--- src/rtl/fetch_pkg.sv ---
// Shared types and constants for the program-counter / instruction-fetch stage.
package fetch_pkg;

  typedef enum logic [2:0] {
    ST_BOOT = 3'd0,
    ST_REQ  = 3'd1,
    ST_WAIT = 3'd2,
    ST_KILL = 3'd3,
    ST_OUT  = 3'd4,
    ST_HALT = 3'd5
  } fetch_state_t;

  localparam logic [31:0] NOP_INST         = 32'h0000_0013;
  localparam logic [31:0] PC_INC           = 32'd4;
  localparam logic [31:0] DEFAULT_RESET_PC = 32'h0000_0000;

  // A word fetch target must have its two low address bits clear.
  function automatic logic low_bits_set(input logic [1:0] low);
    return (low != 2'b00);
  endfunction

endpackage

--- src/rtl/pc_fetch_unit_if.sv ---
// Instruction-memory req/gnt/rvalid bus plus the valid/ready instruction link to decode.
interface pc_fetch_unit_if #(parameter int N = 32) ();

  logic         o_imem_req;
  logic [N-1:0] o_imem_addr;
  logic         i_imem_gnt;
  logic         i_imem_rvalid;
  logic [N-1:0] i_imem_rdata;
  logic         o_inst_valid;
  logic [N-1:0] o_inst;
  logic [N-1:0] o_inst_pc;
  logic         i_inst_ready;

  modport master (
    output o_imem_req, o_imem_addr, o_inst_valid, o_inst, o_inst_pc,
    input  i_imem_gnt, i_imem_rvalid, i_imem_rdata, i_inst_ready
  );

  modport slave (
    input  o_imem_req, o_imem_addr, o_inst_valid, o_inst, o_inst_pc,
    output i_imem_gnt, i_imem_rvalid, i_imem_rdata, i_inst_ready
  );

endinterface

--- src/rtl/pc_fetch_unit.sv ---
// Fetch PC register and single-outstanding fetch FSM with redirect kill.
// Optional misaligned-redirect trap into a HALT state: macro FETCH_MISALIGN_TRAP_EN.
module pc_fetch_unit
  import fetch_pkg::*;
#(
  parameter int           N        = 32,
  parameter logic [N-1:0] RESET_PC = N'(DEFAULT_RESET_PC)
) (
  input  logic                i_clk,
  input  logic                i_rst_n,
  input  logic                i_redirect,
  input  logic [N-1:0]        i_redirect_pc,
  pc_fetch_unit_if.master     bus,
  output logic                o_fetch_misaligned
);

  fetch_state_t state_r, state_nx_s;
  logic [N-1:0] pc_r, pc_nx_s;
  logic [N-1:0] inst_r, inst_pc_r;
  logic         req_r, valid_r, mis_r, mis_nx_s;
  logic         capture_s, redir_bad_s;
  logic [N-1:0] tgt_s;

  assign tgt_s = i_redirect_pc & {{(N-2){1'b1}}, 2'b00};

`ifdef FETCH_MISALIGN_TRAP_EN
  assign redir_bad_s = i_redirect & low_bits_set(i_redirect_pc[1:0]);
`else
  assign redir_bad_s = 1'b0;
`endif

  // Next-state, next-PC and capture decision.
  always_comb begin
    state_nx_s = state_r;
    pc_nx_s    = pc_r;
    mis_nx_s   = mis_r;
    capture_s  = 1'b0;
    case (state_r)
      ST_BOOT: begin
        state_nx_s = ST_REQ;
      end
      ST_REQ: begin
        if (redir_bad_s) begin
          mis_nx_s   = 1'b1;
          // A granted request still owes a response, so drain it first.
          state_nx_s = bus.i_imem_gnt ? ST_KILL : ST_HALT;
        end else if (bus.i_imem_gnt) begin
          if (i_redirect) begin
            state_nx_s = ST_KILL;
            pc_nx_s    = tgt_s;
          end else begin
            state_nx_s = ST_WAIT;
          end
        end else if (i_redirect) begin
          pc_nx_s = tgt_s;
        end else begin
          state_nx_s = ST_REQ;
        end
      end
      ST_WAIT: begin
        if (redir_bad_s) begin
          mis_nx_s   = 1'b1;
          state_nx_s = bus.i_imem_rvalid ? ST_HALT : ST_KILL;
        end else if (bus.i_imem_rvalid) begin
          if (i_redirect) begin
            state_nx_s = ST_REQ;
            pc_nx_s    = tgt_s;
          end else begin
            state_nx_s = ST_OUT;
            capture_s  = 1'b1;
          end
        end else if (i_redirect) begin
          state_nx_s = ST_KILL;
          pc_nx_s    = tgt_s;
        end else begin
          state_nx_s = ST_WAIT;
        end
      end
      ST_KILL: begin
        if (redir_bad_s) begin
          mis_nx_s = 1'b1;
        end else if (i_redirect) begin
          pc_nx_s = tgt_s;
        end else begin
          pc_nx_s = pc_r;
        end
        if (bus.i_imem_rvalid) begin
          state_nx_s = (mis_r || redir_bad_s) ? ST_HALT : ST_REQ;
        end else begin
          state_nx_s = ST_KILL;
        end
      end
      ST_OUT: begin
        if (redir_bad_s) begin
          mis_nx_s   = 1'b1;
          state_nx_s = ST_HALT;
        end else if (i_redirect) begin
          state_nx_s = ST_REQ;
          pc_nx_s    = tgt_s;
        end else if (bus.i_inst_ready) begin
          state_nx_s = ST_REQ;
          pc_nx_s    = pc_r + N'(PC_INC);
        end else begin
          state_nx_s = ST_OUT;
        end
      end
`ifdef FETCH_MISALIGN_TRAP_EN
      ST_HALT: begin
        state_nx_s = ST_HALT;
      end
`endif
      default: begin
        state_nx_s = ST_BOOT;
      end
    endcase
  end

  // State, PC and registered outputs; req/valid are decoded from the next state.
  always_ff @(posedge i_clk) begin
    if (!i_rst_n) begin
      state_r   <= ST_BOOT;
      pc_r      <= RESET_PC;
      req_r     <= 1'b0;
      valid_r   <= 1'b0;
      inst_r    <= N'(NOP_INST);
      inst_pc_r <= {N{1'b0}};
      mis_r     <= 1'b0;
    end else begin
      state_r <= state_nx_s;
      pc_r    <= pc_nx_s;
      req_r   <= (state_nx_s == ST_REQ);
      valid_r <= (state_nx_s == ST_OUT);
      mis_r   <= mis_nx_s;
      if (capture_s) begin
        inst_r    <= bus.i_imem_rdata;
        inst_pc_r <= pc_r;
      end
    end
  end

  assign bus.o_imem_req   = req_r;
  assign bus.o_imem_addr  = pc_r;
  assign bus.o_inst_valid = valid_r;
  assign bus.o_inst       = inst_r;
  assign bus.o_inst_pc    = inst_pc_r;
  assign o_fetch_misaligned = mis_r;

endmodule

--- src/flat_wrapper.sv ---
// flat-port wrapper written by rule: the top's interface ports become plain ports
module pc_fetch_unit_flat import fetch_pkg::*;
#(
  parameter int           N        = 32,
  parameter logic [N-1:0] RESET_PC = N'(DEFAULT_RESET_PC)
)
  (i_clk, i_rst_n, i_redirect, i_redirect_pc, o_fetch_misaligned, bus_o_imem_req, bus_o_imem_addr, bus_o_inst_valid, bus_o_inst, bus_o_inst_pc, bus_i_imem_gnt, bus_i_imem_rvalid, bus_i_imem_rdata, bus_i_inst_ready);
  pc_fetch_unit_if #(.N(N)) bus_i ();
  input  logic i_clk;
  input  logic i_rst_n;
  input  logic i_redirect;
  input  logic [N-1:0] i_redirect_pc;
  output logic o_fetch_misaligned;
  output wire logic [$bits(bus_i.o_imem_req)-1:0] bus_o_imem_req;
  output wire logic [$bits(bus_i.o_imem_addr)-1:0] bus_o_imem_addr;
  output wire logic [$bits(bus_i.o_inst_valid)-1:0] bus_o_inst_valid;
  output wire logic [$bits(bus_i.o_inst)-1:0] bus_o_inst;
  output wire logic [$bits(bus_i.o_inst_pc)-1:0] bus_o_inst_pc;
  input wire logic [$bits(bus_i.i_imem_gnt)-1:0] bus_i_imem_gnt;
  input wire logic [$bits(bus_i.i_imem_rvalid)-1:0] bus_i_imem_rvalid;
  input wire logic [$bits(bus_i.i_imem_rdata)-1:0] bus_i_imem_rdata;
  input wire logic [$bits(bus_i.i_inst_ready)-1:0] bus_i_inst_ready;
  assign bus_o_imem_req = bus_i.o_imem_req;
  assign bus_o_imem_addr = bus_i.o_imem_addr;
  assign bus_o_inst_valid = bus_i.o_inst_valid;
  assign bus_o_inst = bus_i.o_inst;
  assign bus_o_inst_pc = bus_i.o_inst_pc;
  assign bus_i.i_imem_gnt = bus_i_imem_gnt;
  assign bus_i.i_imem_rvalid = bus_i_imem_rvalid;
  assign bus_i.i_imem_rdata = bus_i_imem_rdata;
  assign bus_i.i_inst_ready = bus_i_inst_ready;
  pc_fetch_unit #(.N(N), .RESET_PC(RESET_PC)) u_core (.i_clk(i_clk), .i_rst_n(i_rst_n), .i_redirect(i_redirect), .i_redirect_pc(i_redirect_pc), .bus(bus_i), .o_fetch_misaligned(o_fetch_misaligned));
endmodule
--- config.mk ---
export PLATFORM = sky130hd
export DESIGN_NAME = pc_fetch_unit_flat
export DESIGN_NICKNAME = d
export VERILOG_FILES = /design/src/rtl/fetch_pkg.sv /design/src/rtl/pc_fetch_unit_if.sv /design/src/rtl/pc_fetch_unit.sv /design/src/flat_wrapper.sv
export SDC_FILE = /design/constraint.sdc
export NUM_CORES = 1
export LEC_CHECK = 0
export BUFFER_PORTS_ARGS = -buffer_cell sky130_fd_sc_hd__buf_4
export CAP_MARGIN = 40
export CORE_MARGIN = 2
export CORE_UTILIZATION = 44
export CTS_CLUSTER_DIAMETER = 40
export DETAILED_ROUTE_END_ITERATION = 10
export HOLD_SLACK_MARGIN = 0.1
export PLACE_DENSITY = 0.84
export RECOVER_POWER = 50
export SYNTH_ARGS = -nofsm -noshare
export SYNTH_HDL_FRONTEND = slang
export SYNTH_SLANG_ARGS = --single-unit
--- constraint.sdc ---
create_clock -name i_clk -period 2.2 [get_ports i_clk]
set_clock_uncertainty 0.15 [all_clocks]
set_input_delay 0.44 -clock i_clk [delete_from_list [all_inputs] [get_ports i_clk]]
set_output_delay 0.44 -clock i_clk [all_outputs]
set_load 0.03 [all_outputs]
==> impl_results.md <==
- Synth area leader: dfxtp_1
- Largest net degree at the start of global routing: 44
- Core Region: 9639 sq um
- WP data arrival: 2.27 ns
- Clk pwr share: 32.5%
- CP cell instances: or4b_1 > buf_4 > o41ai_1 > nand2_1 > a21oi_1
- Worst-path clk slew: 0.09 ns
- Slew Viols, Final: 0
- First-pass GRT wire length: 20,310 um
- Hold buffers post-CTS: 0
- Warnings from Yosys: 0
- Syn avg cell area: roughly 7.6 sq um
- Reg2Reg Setup Slack: 0.08 ns
- Number of port buffers: roughly 160
- Fin area: 5893 sq um
- Top post-synthesis cells by area: dfxtp_1 45%, nand2_1 14%, a21oi_1 9.1%
- Inserted Diodes: 0
- Post-Place Cells: between 800 and 900
- Netlist cell types: 57
- Detailed Route Iter0 Violations: 347
- Final ANT Viol Nets: 0
- Count leader, synth: nand2_1
- Final worst setup slack: just over 0.08 ns
- Setup tns final: 0 ns
- Initial antenna violation count: 0
- Placed cell areas: about 5900 sq um
- Cell Area, Synth: approximately 4300 sq um
- Reg-to-Reg Start: u_core.state_r[0]
- Primary FF master, synth: dfxtp_1
- GR Util All Layers: between 20% and 30%
- Seq/Total Area, Yosys: 44.91%
- Worst Hold Path Cells: 3
- Fraction of power consumed by sequential logic: approximately half
- CP startpoint kind: register
- Net Sw Frac: 28.06%
- CTS Buf Count: 9
- Rows: 36
- Die ar.: 10,640 sq um
- Worst slack, placed: 0.02785 ns
- Synth Instances: ~570
- Crit end category: register
- Crit path max-delay cell type: or4b_1
- Status: finished clean
- DR vias: 4,719
- Vias in the first global route: 4,374
- Number of flops mapped to enable cells by yosys: 0
- Gr ovfl total: 0
- Share of layout cells above drive strength 1: 24.06%
- CTS Root Cell: clkbuf_8
- Via density: ~5.4
- Internal power: 2.577 mW
- Final hold slack: 0.1313 ns
- CP Class: reg2reg
- Worst-case reg-to-reg path depth: 5
- Critical Path RT: 2.35 ns
- Clk_lat worst skew: 0.36 ns
- Synth top area share: between 40 and 50%
- Max cap viols: 0
- Die Span X: 103.1 um
- Hold wc startpoint: bus_i_imem_rdata[1]
- Max VDD drop: 0.0003688 V
- Yosys reg bits: 97
- Wire per inst: 14.76 um
- Leakage: about 2.3 nW
- DRC errors left: 0
- Logic gate share of total power: 16.0%
- Die height: between 100 and 150 um
- Sink Count: slightly below 100
- CTS tree: done
- Initial core utilization: 44.86%
- Top fanout value on the critical path: 27
- Slowest stage delay, CP: between 0.6 and 0.7 ns
- Final setup viols: 0
- Final net count: 814
- Clock tree buffer depth: 2
- Post-DP HPWL: 9328 um
- Synthesis-to-finish area growth: 36.28%
- Hold Vio Cnt, Final: 0
- First-pass detailed-route iteration total: 5
- FFs w/ async S/R, synth: 0%
- Io pins: between 150 and 200
- Layout Cells excl Fill: 881
- F_max: ~0.47 GHz
- Routed Wire Length: 13,010 um
- Period utilisation layout: 96.28%
- Minimum clock period: 2.118 ns
- H-tree Lvls: 3
- Crit Reg-Reg Endpoint: u_core.bus.o_imem_addr[8]
- Power Dens Cells: 607.8 nW/um^2
- Unrepaired setup endpoints after global routing: true
- Worst Hold End: u_core.bus.o_inst[1]
- Commonest cells post-synth: 166 x nand2_1, 97 x dfxtp_1, 79 x a21oi_1
- Min-Delay Path Class: in2reg
- Switching power: 1.005 mW
- Gp weighted congestion: between 0.8 and 0.9
-- layout make-up --
| class | count | area [sq um] |
|---|---|---|
| multi-input cells | 427 | 2227 |
| inverters | 3 | 11.26 |
| repair buffers | 205 | 1338 |
| well taps | 133 | 166.4 |
| clock inverters | 7 | 68.82 |
| fillers | 892 | 3746 |
| flip-flops and latches | 97 | 1958 |
| clock buffers | 9 | 123.9 |
-- state kept, by name, summed over array words and instances, names as in the netlist --
| name | count |
|---|---|
| u_core.bus.o_imem_addr | 30 |
| u_core.bus.o_inst | 32 |
| u_core.state_r | 3 |
| u_core.bus.o_inst_valid | 1 |
| u_core.bus.o_imem_req | 1 |
| u_core.bus.o_inst_pc | 30 |
-- cell usage in the layout (no fill, tap or decap), types with 3 or more instances in the layout --
cell / count
o221a_2: 3
o21ai_1: 4
buf_4: 134
nor2_1: 24
nor3_1: 12
o31a_1: 3
and4_1: 3
nand3_1: 22
o21ai_0: 14
o22ai_1: 4
dfxtp_2: 7
conb_1: 5
and3_1: 5
dfxtp_1: 88
a21oi_1: 79
o21a_1: 3
o2bb2ai_1: 3
and2_1: 6
or4_1: 3
a31oi_1: 5
clkbuf_1: 67
nand2b_1: 3
mux2i_1: 6
nand4_1: 9
clkbuf_8: 9
buf_12: 4
nand2_1: 166
-- worst max-delay path: cells and delay by family (launching register included) --
| family | cells | cell delay [ns] |
|---|---|---|
| compound gates | 2 | 0.54 |
| simple gates | 2 | 0.75 |
| buf+inv | 1 | 0.27 |
| flops | 1 | 0.33 |
-- worst max path at each step --
stage	from	to	slack (ns)
floorplan	u_core.bus.o_imem_addr[3]	u_core.bus.o_imem_addr[30]	-0.02
global placement	i_redirect	u_core.bus.o_imem_addr[8]	0.03
detailed placement	i_redirect	u_core.bus.o_imem_addr[8]	0.03
CTS	u_core.bus.o_imem_addr[8]	u_core.bus.o_imem_addr[27]	0.03
global route	u_core.state_r[2]	u_core.bus.o_imem_addr[8]	-0.06
finish	u_core.state_r[0]	u_core.bus.o_imem_addr[8]	0.08
-- metrics by stage --
step / utilization [%] / power (mW)
after floorplan: - / 2.183
after global placement: 61.47 / 2.446
after detailed placement: 61.47 / 2.464
after CTS: 63.47 / 3.608
after global routing: 61.14 / 3.726
final: 61.14 / 3.582
-- layer usage --
layer	global-route usage, %	part of all wire (%)	vias up	wire length (um)
met2	41.36	50	196	6526
met1	29.07	41	2190	5393
met3	3.797	6.3	21	818
met4	10.12	2.1	0	268
li1	-	-	2312	-
met5	0	0	-	0
-- power groups by stage --
stage	clock network (mW)	registers, mW	logic [mW]
final	1.16	1.85	0.572
after CTS	1.18	1.84	0.580
after detailed placement	0	1.89	0.578
after global routing	1.26	1.85	0.612
after floorplan	0	1.99	0.193
after global placement	0	1.88	0.563
-- kinds of logic (layout without fill, tap and decap cells) --
family                   after synthesis  in the layout  synth area share (%)
multiplexers                           9              9                 2.141
flip-flops                            97             97                 44.91
other                                  1              5               0.08672
AO/OA/AOI/OAI                        142            142                 19.79
adder cells (fa/ha/maj)                1              1                0.2893
AND/OR/NAND/NOR                      270            270                 27.84
buffers and inverters                 51            224                 4.948
-- timing repair --
action                                  in CTS  in global routing
resized for setup                            0                  4
endpoints found under the setup margin       0                  7
setup buffers                                0                  1
(Power assumes the default switching activity.)
